$ cat config.mk
export PLATFORM = sky130hd
export DESIGN_NAME = key_entry
export DESIGN_NICKNAME = d
export VERILOG_FILES = /design/src/rtl/key_entry.sv
export SDC_FILE = /design/constraint.sdc
export NUM_CORES = 1
export LEC_CHECK = 0
export ABC_CLOCK_PERIOD_IN_PS = 2200
export CAP_MARGIN = 20
export CORE_AREA = 2 2 85 46
export DETAILED_ROUTE_END_ITERATION = 10
export DIE_AREA = 0 0 87 48
export PLACE_DENSITY_LB_ADDON = 0.2
export SYNTH_ARGS = -nofsm -noshare
export SYNTH_HDL_FRONTEND = slang
export SYNTH_SLANG_ARGS = --single-unit
$ cat constraint.sdc
create_clock -name clk -period 2.2 [get_ports clk]
set_input_delay 0.22 -clock clk [delete_from_list [all_inputs] [get_ports clk]]
set_output_delay 0.22 -clock clk [all_outputs]
set_load 0.05 [all_outputs]
$ cat src/rtl/key_entry.sv
// key_entry: collects four hex key digits into a password and issues a held compare request.
module key_entry #(
  parameter int HOLD_CYC = 4,
  parameter bit AUTO_SUBMIT = 1'b0
) (
  input  logic        clk,
  input  logic        reset,
  input  logic        key_valid,
  input  logic [3:0]  key_code,
  input  logic        key_enter,
  input  logic        key_clear,
  input  logic        gen_stop,
  output logic [15:0] pw_16bit,
  output logic        enb_cmp,
  output logic [2:0]  digit_cnt,
  output logic        entry_err,
  output logic        busy
);
  typedef enum logic [2:0] {IDLE, COLLECT, FULL, ISSUE, HOLD} state_t;
  state_t state, state_n;
  logic [15:0] pw_n;
  logic [2:0] cnt_n;
  logic [3:0] hold_cnt, hold_n;
  logic err_n;
  always_ff @(posedge clk or negedge reset) begin
    if (!reset) begin
      state <= IDLE;
      pw_16bit <= '0;
      digit_cnt <= '0;
      hold_cnt <= '0;
      entry_err <= 1'b0;
    end else begin
      state <= state_n;
      pw_16bit <= pw_n;
      digit_cnt <= cnt_n;
      hold_cnt <= hold_n;
      entry_err <= err_n;
    end
  end
  always_comb begin
    state_n = state;
    pw_n = pw_16bit;
    cnt_n = digit_cnt;
    hold_n = hold_cnt;
    err_n = 1'b0;
    if (gen_stop) begin
      state_n = IDLE;
      pw_n = '0;
      cnt_n = '0;
      hold_n = '0;
    end else begin
      case (state)
        ISSUE: begin
          state_n = HOLD;
          hold_n = 4'(HOLD_CYC);
        end
        HOLD: begin
          if (hold_cnt <= 4'd1) begin
            state_n = IDLE;
            pw_n = '0;
            cnt_n = '0;
            hold_n = '0;
          end else
            hold_n = hold_cnt - 4'd1;
        end
        default: begin
          if (key_clear) begin
            state_n = IDLE;
            pw_n = '0;
            cnt_n = '0;
          end else if (key_enter) begin
            if (state == FULL)
              state_n = ISSUE;
            else begin
              state_n = IDLE;
              pw_n = '0;
              cnt_n = '0;
              err_n = 1'b1;
            end
          end else if (key_valid && state != FULL) begin
            pw_n = {pw_16bit[11:0], key_code};
            cnt_n = digit_cnt + 3'd1;
            state_n = digit_cnt == 3'd3 ? (AUTO_SUBMIT ? ISSUE : FULL) : COLLECT;
          end
        end
      endcase
    end
  end
  assign enb_cmp = state == ISSUE;
  assign busy = state == ISSUE || state == HOLD;
endmodule
==> summary.md, run 1 <==
| Metric | Value |
|---|---|
| Endpoints failing setup | `0` |
| Post-Route Skew | `6.156 ps` |
| Detail Route Antenna Nets | `0` |
| PD cells | `477.5 mW/mm2` |
| Main synth FF type | `dfrtp_1` |
| WL met1 | `1.371 mm` |
| Total Wirelength | `2.754 mm` |
| Crit path largest cell delay | `660 ps` |
| Largest net degree at the start of global routing | `28` |
| Final WS setup | `117.1 ps` |
| Nets@finish | `198` |
| Filler Cell Count | `295` |
| DR DRC count | `0` |
| Port Buffers | `31` |
| Crit Path Max Fanout | `10` |
| Post-Synthesis Cell Area | `0.001476 mm2` |
| CTS tree | `done` |
| Met2 wire length | `1.291 mm` |
| Setup bufs post-CTS | `0` |
| Die ar. | `0.004176 mm2` |
| I/O pins | `32` |
| FMAX | `0.4801 GHz` |
| Total track usage | `0.1450` |
| Chip width | `87 um` |
| Worst slew pin tran | `799.9 ps` |
| Hold Fails Final Rpt | `0` |
| Metal3 WL | `92 um` |
| Starting Density | `0.4395` |
| Drt via density | `4.822` |
| Cell leakage power | `0.7771 nW` |
| Post-synth EDFFs | `0` |
| Top layer in use | `met3` |
| Layout cell share with drive strength beyond 1 | `0.1311` |
| Max_cap viols | `0` |
| Depth of the CTS H-tree | `1` |
| DR iter-0 viols | `41` |
| TritonCTS Buffers | `3` |
| Worst EP arrival | `2240 ps` |
| Family with the most delay on the worst path | `compound AO/OA/AOI/OAI gates` |
| Unrepaired setup endpoints after global routing | `no` |
| DP Worst Slack | `122.8 ps` |
| Post-DP HPWL | `2.011 mm` |
| Cells after synthesis | `145` |
| Initial antenna violation count | `0` |
| Synth async-reset ratio | `1.000` |
| Critical Path Slowest Stage Cell | `o311ai_1` |
| Outcome | `complete, no violations` |
| CP required | `2360 ps` |
| Hold Buf Count CTS | `0` |
| Final setup TNS | `0 ps` |
| Root buf cell | `clkbuf_8` |
| Maximum VDD drop | `0.2565 mV` |
| Core Rows | `15` |
| DR vias | `1,085` |
| Per-cell routed wire length | `12.24 um` |
| Worst-path clk slew | `100 ps` |
| Register area share after synthesis | `0.4576` |
| Min Clock Period, post-route | `2083 ps` |
| Max-slew violations | `0` |
| RePlAce Congestion | `0.7206` |
| Distinct cells, synth | `36` |
| Grt total ovfl | `0` |
| Die height | `48 um` |
| CTS resizes | `0` |
| Buf/Inv on CP | `2` |
| Synthesis-stage register bit count | `27` |
| Worst path cell trace | `inv_1 -> ha_1 -> nor2_1 -> o311ai_1 -> o211ai_4 -> buf_4 -> mux2i_1` |
| Crit Path Class | `reg -> reg` |
| Worst-skew pair later-pin latency | `280 ps` |
| Vias in the first global route | `983` |
| CTS max path bufs | `2` |
| Synth-to-Final Area Change | `27.97%` |
| Startpoint types | `register` |
| Rel. slew slack | `0.4583` |
| Syn nets | `159` |
| Class of the worst hold path | `in -> async` |
| Core ar. | `0.003359 mm2` |
| Antenna diodes | `0` |
| First-pass GRT wire length | `4.498 mm` |
| Syn avg cell area | `10.18 um2` |
| Ys Warns | `0` |
| CTS Sinks | `27` |
| Worst setup EP type | `register` |
| Period utilisation layout | `0.9468` |
| DRT Pass-1 Iters | `4` |
-- cell usage after synthesis (2+ instances only) --
| library cell | instances | share of area |
|---|---|---|
| dfrtp_1 | 27 | 0.46 |
| inv_1 | 23 | 0.058 |
| nand2_1 | 23 | 0.058 |
| mux2i_1 | 18 | 0.12 |
| nor2_1 | 5 | 0.013 |
| ha_1 | 4 | 0.034 |
| o21ai_0 | 4 | 0.014 |
| a21oi_1 | 3 | 0.010 |
| buf_12 | 2 | 0.027 |
| buf_2 | 2 | 0.0068 |
| clkbuf_1 | 2 | 0.0051 |
| mux2_4 | 2 | 0.020 |
| nand2b_1 | 2 | 0.0085 |
| nor2b_1 | 2 | 0.0085 |
| nor3_1 | 2 | 0.0068 |
| o211ai_1 | 2 | 0.010 |
| o311ai_1 | 2 | 0.012 |
| or2_2 | 2 | 0.0085 |
-- cell families (layout without fill, tap and decap cells) --
logic type,after synthesis,in the layout,synth area share
multiplexers,20,20,0.1424
buffers and inverters,30,68,0.1051
AND/OR/NAND/NOR,44,44,0.1526
XOR/XNOR,1,1,0.005933
flip-flops,27,27,0.4576
AO/OA/AOI/OAI,19,19,0.1025
adder cells (fa/ha/maj),4,4,0.03390
-- layer usage --
metal	vias up	GRT usage
li1	546	-
met1	518	0.1886
met2	21	0.2458
met3	0	0.03621
met4	0	0.04688
met5	-	0
-- placed cells by master (no fill, tap or decap), drive strengths merged, types with 4 or more instances in the layout --
| master | netlist | routed |
|---|---|---|
| buf | 5 | 12 |
| clkdlybuf4s50 | 0 | 29 |
| dfrtp | 27 | 27 |
| ha | 4 | 4 |
| inv | 23 | 23 |
| mux2i | 18 | 18 |
| nand2 | 23 | 23 |
| nor2 | 5 | 5 |
| o21ai | 4 | 4 |
-- power breakdown --
group | switching (W) | internal (W)
clock network | 0.000160 | 0.000129
registers | 0.00000480 | 0.000502
logic | 0.0000599 | 0.0000475
-- sequential cells by signal, summed over array words and instances (netlist names) --
name / cells
hold_cnt: 4
state: 3
digit_cnt: 3
pw_16bit: 16
entry_err: 1
-- path summary, 6_finish.rpt --
check	from	end	slack [ps]	cells past startpoint
min reg2reg	pw_16bit[15]	pw_16bit[15]	520	2
min	reset	digit_cnt[1]	300	2
max in group asynchronous	reset	pw_16bit[3]	1630	2
min in group clk	key_code[1]	pw_16bit[1]	480	3
max	hold_cnt[1]	pw_16bit[2]	120	7
max reg2reg	hold_cnt[1]	pw_16bit[2]	120	7
-- metrics by stage --
| stage | utilization | hold WS, ps | std cells | instance area (um2) | power [W] |
|---|---|---|---|---|---|
| floorplan | - | -75.59 | 145 | 1476 | 0.0005750 |
| global placement | 0.5479 | 502.7 | 221 | 1841 | 0.0006242 |
| detailed placement | 0.5479 | 509.3 | 221 | 1841 | 0.0006254 |
| CTS | 0.5624 | 316.9 | 225 | 1889 | 0.0009149 |
| global route | 0.5624 | 342.1 | 225 | 1889 | 0.0009454 |
| finish | 0.5624 | 304.5 | 225 | 1889 | 0.0009021 |
-- final cells by class --
type,instances,area [um2],share of cell area
clock buffers,3,41.29,0.02185
clock inverters,1,7.507,0.003974
inverters,23,86.33,0.04570
multi-input cells,88,645.6,0.3417
flip-flops and latches,27,675.6,0.3576
well taps,42,52.55,0.02781
repair buffers,41,380.4,0.2013
No activity file was read; power rests on OpenSTA's default activity.
==> inputs of run 2 (changes only) <==
--- a/config.mk
+++ b/config.mk
@@ -11,6 +11,7 @@
 export DETAILED_ROUTE_END_ITERATION = 10
 export DIE_AREA = 0 0 87 48
 export PLACE_DENSITY_LB_ADDON = 0.2
+export REMOVE_ABC_BUFFERS = 1
 export SYNTH_ARGS = -nofsm -noshare
 export SYNTH_HDL_FRONTEND = slang
 export SYNTH_SLANG_ARGS = --single-unit
==> summary.md, run 2 (synthesized netlist as in run 1, its figures left out) <==
| Metric | Value |
|---|---|
| Outcome | `complete, no violations` |
| Die ar. | `0.004176 mm2 (unchanged)` |
| Min Clock Period, post-route | `1860 ps (-222.4 ps)` |
| Rel. slew slack | `0.6645 (+0.2062)` |
| Max FFs per register | `16 (unchanged)` |
| Vias in the first global route | `887 (-9.8%)` |
| Initial antenna violation count | `0 (unchanged)` |
| First-pass GRT wire length | `4.119 mm (-8.4%)` |
| Sw Share | `0.2471 (-0.001676)` |
| Most flops, register | `pw_16bit` |
| Endpoints failing setup | `0 (unchanged)` |
| Final setup TNS | `0 ps (unchanged)` |
| Clk network pwr share | `0.318 (-0.002)` |
| Core ar. | `0.003359 mm2 (unchanged)` |
| P_sw | `0.0002226 W (-0.81%)` |
| Post-Route Skew | `1.844 ps (-4.311 ps)` |
| Worst-skew pair later-pin latency | `270 ps (about the same)` |
| Drt via density | `4.711 (-2.3%)` |
| Depth of the CTS H-tree | `1 (unchanged)` |
| Startpoint types | `register` |
| CTS resizes | `0 (unchanged)` |
| Port Buffers | `31 (unchanged)` |
| Cell leakage power | `0.7769 nW (about the same)` |
| FMAX | `0.5375 GHz (+12%)` |
| Synth-to-Final Area Change | `29.32%` |
| I/O pins | `32 (unchanged)` |
| CTS tree | `done` |
| DRT Pass-1 Iters | `4 (unchanged)` |
| CTS max path bufs | `2 (unchanged)` |
| Reg2Reg Launch Point | `hold_cnt[0]` |
| Critical Path Start | `hold_cnt[0]` |
| GRT Max-Usage Layer | `met2` |
| Total track usage | `0.1310 (-0.01392)` |
| DR iter-0 viols | `28 (-32%)` |
| Filler Cell Count | `295 (unchanged)` |
| Period utilisation layout | `0.8457 (-0.1011)` |
| Class of the worst hold path | `in -> async` |
| Max_cap viols | `0 (unchanged)` |
| Internal Pwr Total | `0.0006783 W (about the same)` |
| RePlAce Congestion | `0.7452 (+3.4%)` |
| Commonest non-fill, non-tap cell in the layout | `clkdlybuf4s50_1` |
| Flop pwr share | `0.562 (about the same)` |
| Antenna diodes | `0 (unchanged)` |
| Worst slew pin tran | `501.6 ps (-298.3 ps)` |
| Crit Path Class | `reg -> reg` |
| Grt total ovfl | `0 (unchanged)` |
| Die height | `48 um (unchanged)` |
| DR vias | `1,060 (-2.3%)` |
| Max-slew violations | `0 (unchanged)` |
| Hold Fails Final Rpt | `0 (unchanged)` |
| TritonCTS Buffers | `3 (unchanged)` |
| DR DRC count | `0 (unchanged)` |
| Regs by FF count | `pw_16bit x16, hold_cnt x4` |
| Worst EP arrival | `2030 ps (-210 ps)` |
| Detail Route Antenna Nets | `0 (unchanged)` |
| Maximum VDD drop | `0.2753 mV (+7.3%)` |
| GR Util met2 | `0.2122 (-0.03359)` |
| Combinational share of power | `0.120 (about the same)` |
| CP required | `2370 ps (about the same)` |
| Worst setup EP type | `register` |
| Flip-flop and latch area | `675.6 um2 (unchanged)` |
| Crit Path Max Fanout | `16 (+6)` |
| Post-DP HPWL | `1.827 mm (-9.1%)` |
| Hold_ws | `305.7 ps (+1.185 ps)` |
| PD cells | `471.8 mW/mm2 (-1.2%)` |
| Nets@finish | `198 (unchanged)` |
| Root buf cell | `clkbuf_8` |
| M3 GR Usage | `0.03966 (+0.003448)` |
| Area of the multi-input gates | `653.1 um2 (+1.2%)` |
| Layout cell share with drive strength beyond 1 | `0.1366 (+0.005464)` |
| Total Wirelength | `2.662 mm (-3.3%)` |
| Met1 usage in global routing | `0.1716 (-0.01695)` |
| Starting Density | `0.4395 (unchanged)` |
| CTS Sinks | `27 (unchanged)` |
| Unrepaired setup endpoints after global routing | `no` |
| Worst-path clk slew | `90 ps (about the same)` |
| Chip width | `87 um (unchanged)` |
| Setup bufs post-CTS | `0 (unchanged)` |
| Hold Buf Count CTS | `0 (unchanged)` |
| Largest net degree at the start of global routing | `28 (unchanged)` |
| Per-cell routed wire length | `11.83 um (-3.3%)` |
| Core Rows | `15 (unchanged)` |
| Commonest non-fill, non-tap cells in the layout | `clkdlybuf4s50_1 (29), dfrtp_1 (27), inv_1 (23), nand2_1 (23), mux2i_1 (18)` |
[run 2: cell counts in the layout (fill, tap and decap cells not counted)]
No cell type changed its count.
[run 2: worst paths after layout]
kind | to | slack, ps | depth (start not counted)
worst max-delay path | pw_16bit[9] | 340 | 7
worst min-delay path | pw_16bit[9] | 310 | 2
worst max register to register | pw_16bit[9] | 340 | 7
worst min register to register | hold_cnt[1] | 520 | 2
max in group asynchronous | hold_cnt[3] | 1640 | 2
min in group clk | pw_16bit[1] | 480 | 3
[run 2: stage by stage]
stage / worst slack (ps) / util / instances / power, W / cell area, um2
2_1_floorplan: 32.80 / - / 138 / 0.0005677 / 1408
3_3_place_gp: 148.5 / 0.5516 / 221 / 0.0006250 / 1853
3_5_place_dp: 92.68 / 0.5516 / 221 / 0.0006244 / 1853
4_1_cts: 82.17 / 0.5661 / 225 / 0.0009142 / 1902
5_1_grt: 189.6 / 0.5683 / 225 / 0.0009399 / 1909
6_report: 339.6 / 0.5683 / 225 / 0.0009009 / 1909
[run 2: per-layer routing]
metal	vias to the layer above	wire, um
met2	22	1215
met5	-	0
met4	0	0
li1	548	-
met1	490	1343
met3	0	103
[run 2: layout make-up]
class	instances	area share
Clock inverter	1	0.003932
Clock buffer	3	0.02163
Tap cell	42	0.02752
Sequential cell	27	0.3539
Multi-Input combinational cell	88	0.3421
Timing Repair Buffer	41	0.2058
Inverter	23	0.04522
[run 2: power by group through the flow]
stage	registers (W)	logic, W	clock network [W]
after global routing	0.000507	0.000117	0.000316
after CTS	0.000506	0.000109	0.000299
after floorplan	0.000534	0.0000342	0
after detailed placement	0.000516	0.000108	0
final	0.000506	0.000108	0.000286
after global placement	0.000516	0.000109	0
[run 2: worst max-delay path, cell delays in order (launching register included)]
cell and delay, ps:
dfrtp_1 430, inv_1 80, ha_1 190, nor2_1 70, o311ai_2 440, o211ai_4 210, buf_12 210, mux2i_1 120
